===== src/rtl/rv32_instr_encoder.sv =====
// RV32 instruction encoder: packs discrete instruction fields into a 32-bit
// word, range-checks the immediate for its format, and buffers the result in
// a small valid/ready FIFO. Pop statistics are kept in saturating counters.
module rv32_instr_encoder #(
  parameter int DEPTH      = 2,
  parameter int CNT_W      = 16,
  parameter bit NOP_ON_ERR = 1'b1
) (
  input  logic             clk,
  input  logic             rst_n,
  input  logic             in_valid,
  output logic             in_ready,
  input  logic [2:0]       in_fmt,
  input  logic [6:0]       in_opcode,
  input  logic [4:0]       in_rd,
  input  logic [4:0]       in_rs1,
  input  logic [4:0]       in_rs2,
  input  logic [2:0]       in_funct3,
  input  logic [6:0]       in_funct7,
  input  logic [31:0]      in_imm,
  output logic             out_valid,
  input  logic             out_ready,
  output logic [31:0]      out_instr,
  output logic             out_err,
  output logic [1:0]       out_err_code,
  input  logic             cnt_clr,
  output logic [CNT_W-1:0] enc_count,
  output logic [CNT_W-1:0] err_count
);

  localparam int PW = (DEPTH > 1) ? $clog2(DEPTH) : 1;

  localparam logic [2:0] FMT_R = 3'd0;
  localparam logic [2:0] FMT_I = 3'd1;
  localparam logic [2:0] FMT_S = 3'd2;
  localparam logic [2:0] FMT_B = 3'd3;
  localparam logic [2:0] FMT_U = 3'd4;
  localparam logic [2:0] FMT_J = 3'd5;

  localparam logic [31:0] NOP_WORD = 32'h0000_0013;

  logic [31:0] enc_word;
  logic [31:0] push_word;
  logic [1:0]  enc_code;
  logic        enc_err;
  logic        sext12, sext13, sext21;

  logic [31:0]   mem_instr [DEPTH];
  logic          mem_err   [DEPTH];
  logic [1:0]    mem_code  [DEPTH];
  logic [PW-1:0] wr_ptr, rd_ptr;
  logic [PW:0]   count;
  logic          push, pop;

  // Immediate fits when all bits above the field's sign bit equal that sign bit.
  assign sext12 = (&in_imm[31:11]) | ~(|in_imm[31:11]);
  assign sext13 = (&in_imm[31:12]) | ~(|in_imm[31:12]);
  assign sext21 = (&in_imm[31:20]) | ~(|in_imm[31:20]);

  // Field packing per instruction format; unused fields are ignored.
  always_comb begin
    enc_word = {25'b0, in_opcode};
    case (in_fmt)
      FMT_R: enc_word = {in_funct7, in_rs2, in_rs1, in_funct3, in_rd, in_opcode};
      FMT_I: enc_word = {in_imm[11:0], in_rs1, in_funct3, in_rd, in_opcode};
      FMT_S: enc_word = {in_imm[11:5], in_rs2, in_rs1, in_funct3, in_imm[4:0], in_opcode};
      FMT_B: enc_word = {in_imm[12], in_imm[10:5], in_rs2, in_rs1, in_funct3,
                         in_imm[4:1], in_imm[11], in_opcode};
      FMT_U: enc_word = {in_imm[31:12], in_rd, in_opcode};
      FMT_J: enc_word = {in_imm[20], in_imm[10:1], in_imm[11], in_imm[19:12],
                         in_rd, in_opcode};
      default: enc_word = {25'b0, in_opcode};
    endcase
  end

  // Error classification, highest code wins.
  always_comb begin
    enc_code = 2'd0;
    if ((in_fmt > FMT_J) || (in_opcode[1:0] != 2'b11)) begin
      enc_code = 2'd3;
    end else if ((((in_fmt == FMT_B) || (in_fmt == FMT_J)) && in_imm[0]) ||
                 ((in_fmt == FMT_U) && (in_imm[11:0] != 12'd0))) begin
      enc_code = 2'd2;
    end else if ((((in_fmt == FMT_I) || (in_fmt == FMT_S)) && !sext12) ||
                 ((in_fmt == FMT_B) && !sext13) ||
                 ((in_fmt == FMT_J) && !sext21)) begin
      enc_code = 2'd1;
    end
  end

  assign enc_err   = (enc_code != 2'd0);
  assign push_word = (enc_err && NOP_ON_ERR) ? NOP_WORD : enc_word;

  assign in_ready  = (count < (PW+1)'(DEPTH));
  assign out_valid = (count != '0);
  assign push      = in_valid & in_ready;
  assign pop       = out_valid & out_ready;

  // FIFO occupancy and pointers; pointers wrap naturally since DEPTH is 2^PW.
  always_ff @(posedge clk or negedge rst_n) begin
    if (!rst_n) begin
      wr_ptr <= '0;
      rd_ptr <= '0;
      count  <= '0;
    end else begin
      if (push) wr_ptr <= wr_ptr + PW'(1);
      if (pop)  rd_ptr <= rd_ptr + PW'(1);
      case ({push, pop})
        2'b10:   count <= count + (PW+1)'(1);
        2'b01:   count <= count - (PW+1)'(1);
        default: count <= count;
      endcase
    end
  end

  // Entry storage: word, error flag and code are written as one entry.
  always_ff @(posedge clk) begin
    if (push) begin
      mem_instr[wr_ptr] <= push_word;
      mem_err[wr_ptr]   <= enc_err;
      mem_code[wr_ptr]  <= enc_code;
    end
  end

  assign out_instr    = out_valid ? mem_instr[rd_ptr] : 32'd0;
  assign out_err      = out_valid ? mem_err[rd_ptr]   : 1'b0;
  assign out_err_code = out_valid ? mem_code[rd_ptr]  : 2'd0;

  // Saturating pop statistics; clear wins over a same-cycle increment.
  always_ff @(posedge clk or negedge rst_n) begin
    if (!rst_n) begin
      enc_count <= '0;
      err_count <= '0;
    end else if (cnt_clr) begin
      enc_count <= '0;
      err_count <= '0;
    end else if (pop) begin
      if (enc_count != '1)            enc_count <= enc_count + CNT_W'(1);
      if (out_err && err_count != '1) err_count <= err_count + CNT_W'(1);
    end
  end

endmodule


===== config.mk =====
export PLATFORM = sky130hd
export DESIGN_NAME = rv32_instr_encoder
export DESIGN_NICKNAME = d
export VERILOG_FILES = /design/src/rtl/rv32_instr_encoder.sv
export SDC_FILE = /design/constraint.sdc
export NUM_CORES = 1
export LEC_CHECK = 0
export BUFFER_PORTS_ARGS = -buffer_cell sky130_fd_sc_hd__buf_2
export CELL_PAD_IN_SITES_DETAIL_PLACEMENT = 1
export CELL_PAD_IN_SITES_GLOBAL_PLACEMENT = 1
export CORE_UTILIZATION = 40
export DETAILED_ROUTE_END_ITERATION = 10
export PLACE_DENSITY = 0.82
export SLEW_MARGIN = 20
export SYNTH_ARGS = -nofsm -noshare
export SYNTH_HDL_FRONTEND = slang
export SYNTH_SLANG_ARGS = --single-unit

===== constraint.sdc =====
create_clock -name clk -period 3.4 [get_ports clk]
set_clock_uncertainty 0.2 [all_clocks]
set_input_delay 0.34 -clock clk [delete_from_list [all_inputs] [get_ports clk]]
set_output_delay 0.34 -clock clk [all_outputs]
set_load 0.05 [all_outputs]

==> run metrics <==
global-route wire length before repair=23.52 mm; worst setup margin=863.4 ps; Fin Setup TNS=0 ps; Peak VDD IR=387.4 µV; CP Capture Type=output pin; pwr dens=729.6 nW/µm²; area added between synthesis and finish=19.95%; worst path bufs/invs=1; clk sink count=106; die width=119.8 µm; port buffer count=140; Placeable Area=13400 µm²; total routed wirelength=14.65 mm; Yosys Warn Count=0; Resize count post-CTS=0; WP data arrival=2000 ps; Avg Inst Size Synth=11.13 µm²; kind of critical path=reg2out; Netlist cell types=61; CP Launch Type=register; commonest cells after routing, fill and taps aside=buf_2 (140), nor2_1 (81), edfxtp_1 (70); residual overflow from global routing=0; Worst R2R End=err_count[11]; Tcrit/Tclk final=74.60%; antenna violations before repair=0; flop and latch count out of synthesis=106; Max-Slew Margin vs Limit=30.29%; clk buf depth=2; R2R Setup Slk=950 ps; Max Cap Violations=0; Required @ worst endpoint=2860 ps; largest net degree at the start of global routing=39; Cells after Synth=499; routability cong.=0.8326; vias in the first global route=4649; Worst Hold Class=in2reg; EDFF count, synth=70; count of final hold-check violations=0; worst r2r src=err_count[0]; Crit Path Max Fanout=36; Max stage delay on crit path=700 ps; Max stage delay cell, worst path=nor2_4; RSZ-0062 raised after global routing=no; Fin Hold WS=92.36 ps; ys flop type=edfxtp_1; Least-Margin Pin Slew=1043 ps; pre-CTS setup slack=748.2 ps; mean routed wirelength per cell=18.01 µm; fin util=49.69%; Hold Startpoint=in_opcode[4]; Hold Path End=mem_instr[1][4]; commonest non-fill, non-tap cell in the layout=buf_2; initial core utilization=41.43%; Clk pin slew, worst setup/hold paths=70 ps; status=finished, final reports clean; Crit path max-delay family=simple AND/OR/NAND/NOR gates; CTS root buffer=clkbuf_16; minimum clock period=2537 ps; HPWL Detailed=10.81 mm; Seq/Total Area, Yosys=54.09%; # H-tree levels=3; Initial DRC Count=182; Post-route DRC=0; clk_lat worst skew=350 ps; worst path cell trace=nor2_4 -> nor2_1 -> buf_2; total number of vias=4438; FFs w/ async S/R, synth=33.96%; Pleak=2.710 nW; DRT antenna net count=0; row cnt=42; CTS tree=built; Mapped Area=5552 µm²; Initial DRT Pass Iterations=4; FF-to-FF path depth=6; Die ar.=14350 µm²; total power=4.858 mW; fin. max-slew vios=0; ant diodes=0; # IOs=141; Final #Nets=707; GRT Overall Usage=21.14%; fraction of layout cells with a size suffix above 1=31.08%; chip height=119.8 µm; CTS buffer count=9; Max Freq=394.2 MHz; worst hold path cell count=2; via-per-instance ratio=5.459; # setup viols final=0
## repair_timing
| item | CTS | global route |
|---|---|---|
| hold buffers | 1 | 0 |
| setup buffers | 0 | 0 |
| hold endpoints to repair | 36 | 0 |
## metrics by stage
| stage | area, µm² | std cells |
|---|---|---|
| after global routing | 6659 | 813 |
| after detailed placement | 6386 | 796 |
| final | 6659 | 813 |
| after global placement | 6386 | 796 |
| after floorplan | 5563 | 502 |
| after CTS | 6659 | 813 |
## registers in the layout, summed over array words and instances, names as in the netlist
register / count
rd_ptr: 1
mem_code: 4
wr_ptr: 1
enc_count: 16
err_count: 16
count: 2
mem_instr: 64
mem_err: 2
## worst reg2reg max path, stage by stage (launching register included)
cell and delay [ps]:
dfrtp_1 440, ha_1 270, and3_1 200, and4bb_2 330
nor4_4 420, nand4_1 160, mux2_1 320
## Yosys cell counts, types with 3 or more instances
cell type | count | area [µm²]
and3_1 | 8 | 50.05
a21oi_1 | 25 | 125.1
buf_2 | 5 | 25.02
or3_1 | 5 | 31.28
edfxtp_1 | 70 | 2102
o21ai_1 | 5 | 25.02
nand2b_1 | 4 | 25.02
a211oi_1 | 4 | 30.03
clkbuf_1 | 12 | 45.04
o22a_1 | 6 | 52.55
xnor2_1 | 24 | 210.2
buf_1 | 4 | 15.01
nor2b_1 | 14 | 87.58
a22oi_1 | 22 | 165.2
nor2_1 | 83 | 311.6
inv_1 | 8 | 30.03
ha_1 | 3 | 37.54
o21ai_0 | 3 | 15.01
a31o_1 | 3 | 26.28
nor4_1 | 11 | 68.82
nand4_1 | 10 | 62.56
xor2_1 | 3 | 26.28
mux2i_1 | 36 | 360.4
a2111oi_2 | 3 | 45.04
dfrtp_1 | 36 | 900.9
nand3_1 | 12 | 60.06
nand2_1 | 17 | 63.81
nor3_1 | 6 | 30.03
nor2_2 | 20 | 125.1
## logic make-up after synthesis
logic type / share of synthesized area (%)
multiplexers: 7.775
adder cells (fa/ha/maj): 0.6762
AND/OR/NAND/NOR: 19.25
XOR/XNOR: 4.260
AO/OA/AOI/OAI: 10.66
buffers and inverters: 3.223
other: 0.06755
flip-flops: 54.09
## where the power goes
part | switching, mW | leakage, nW | internal [mW]
logic | 1.68 | 1.45 | 0.534
clock network | 0.459 | 0.124 | 0.495
registers | 0.0916 | 1.13 | 1.60
## layout make-up
class,instances,area (µm²)
well taps,176,220.2
flip-flops and latches,106,3004
clock buffers,11,232.7
clock inverters,5,30.03
fillers,1517,6741
inverters,9,33.78
multi-input cells,361,2397
repair buffers,145,740.7
## worst max path at each step
stage | from | to | slack [ps] | depth (start not counted)
2_1_floorplan | count[1] | mem_code[0][0] | 340 | 3
3_3_place_gp | in_fmt[2] | mem_instr[0][7] | 870 | 7
3_5_place_dp | in_fmt[2] | mem_instr[1][8] | 750 | 7
4_1_cts | count[0] | out_instr[2] | 810 | 3
5_1_grt | count[0] | out_instr[2] | 730 | 3
6_report | count[0] | out_instr[2] | 860 | 3
## per-layer routing
layer	wire, µm	GRT usage, %	vias up
met5	0	0	-
met2	7280	36.09	152
met1	6252	25.92	2169
met3	666	3.042	32
met4	447	11.02	0
li1	-	-	2085
(Power assumes the default switching activity.)
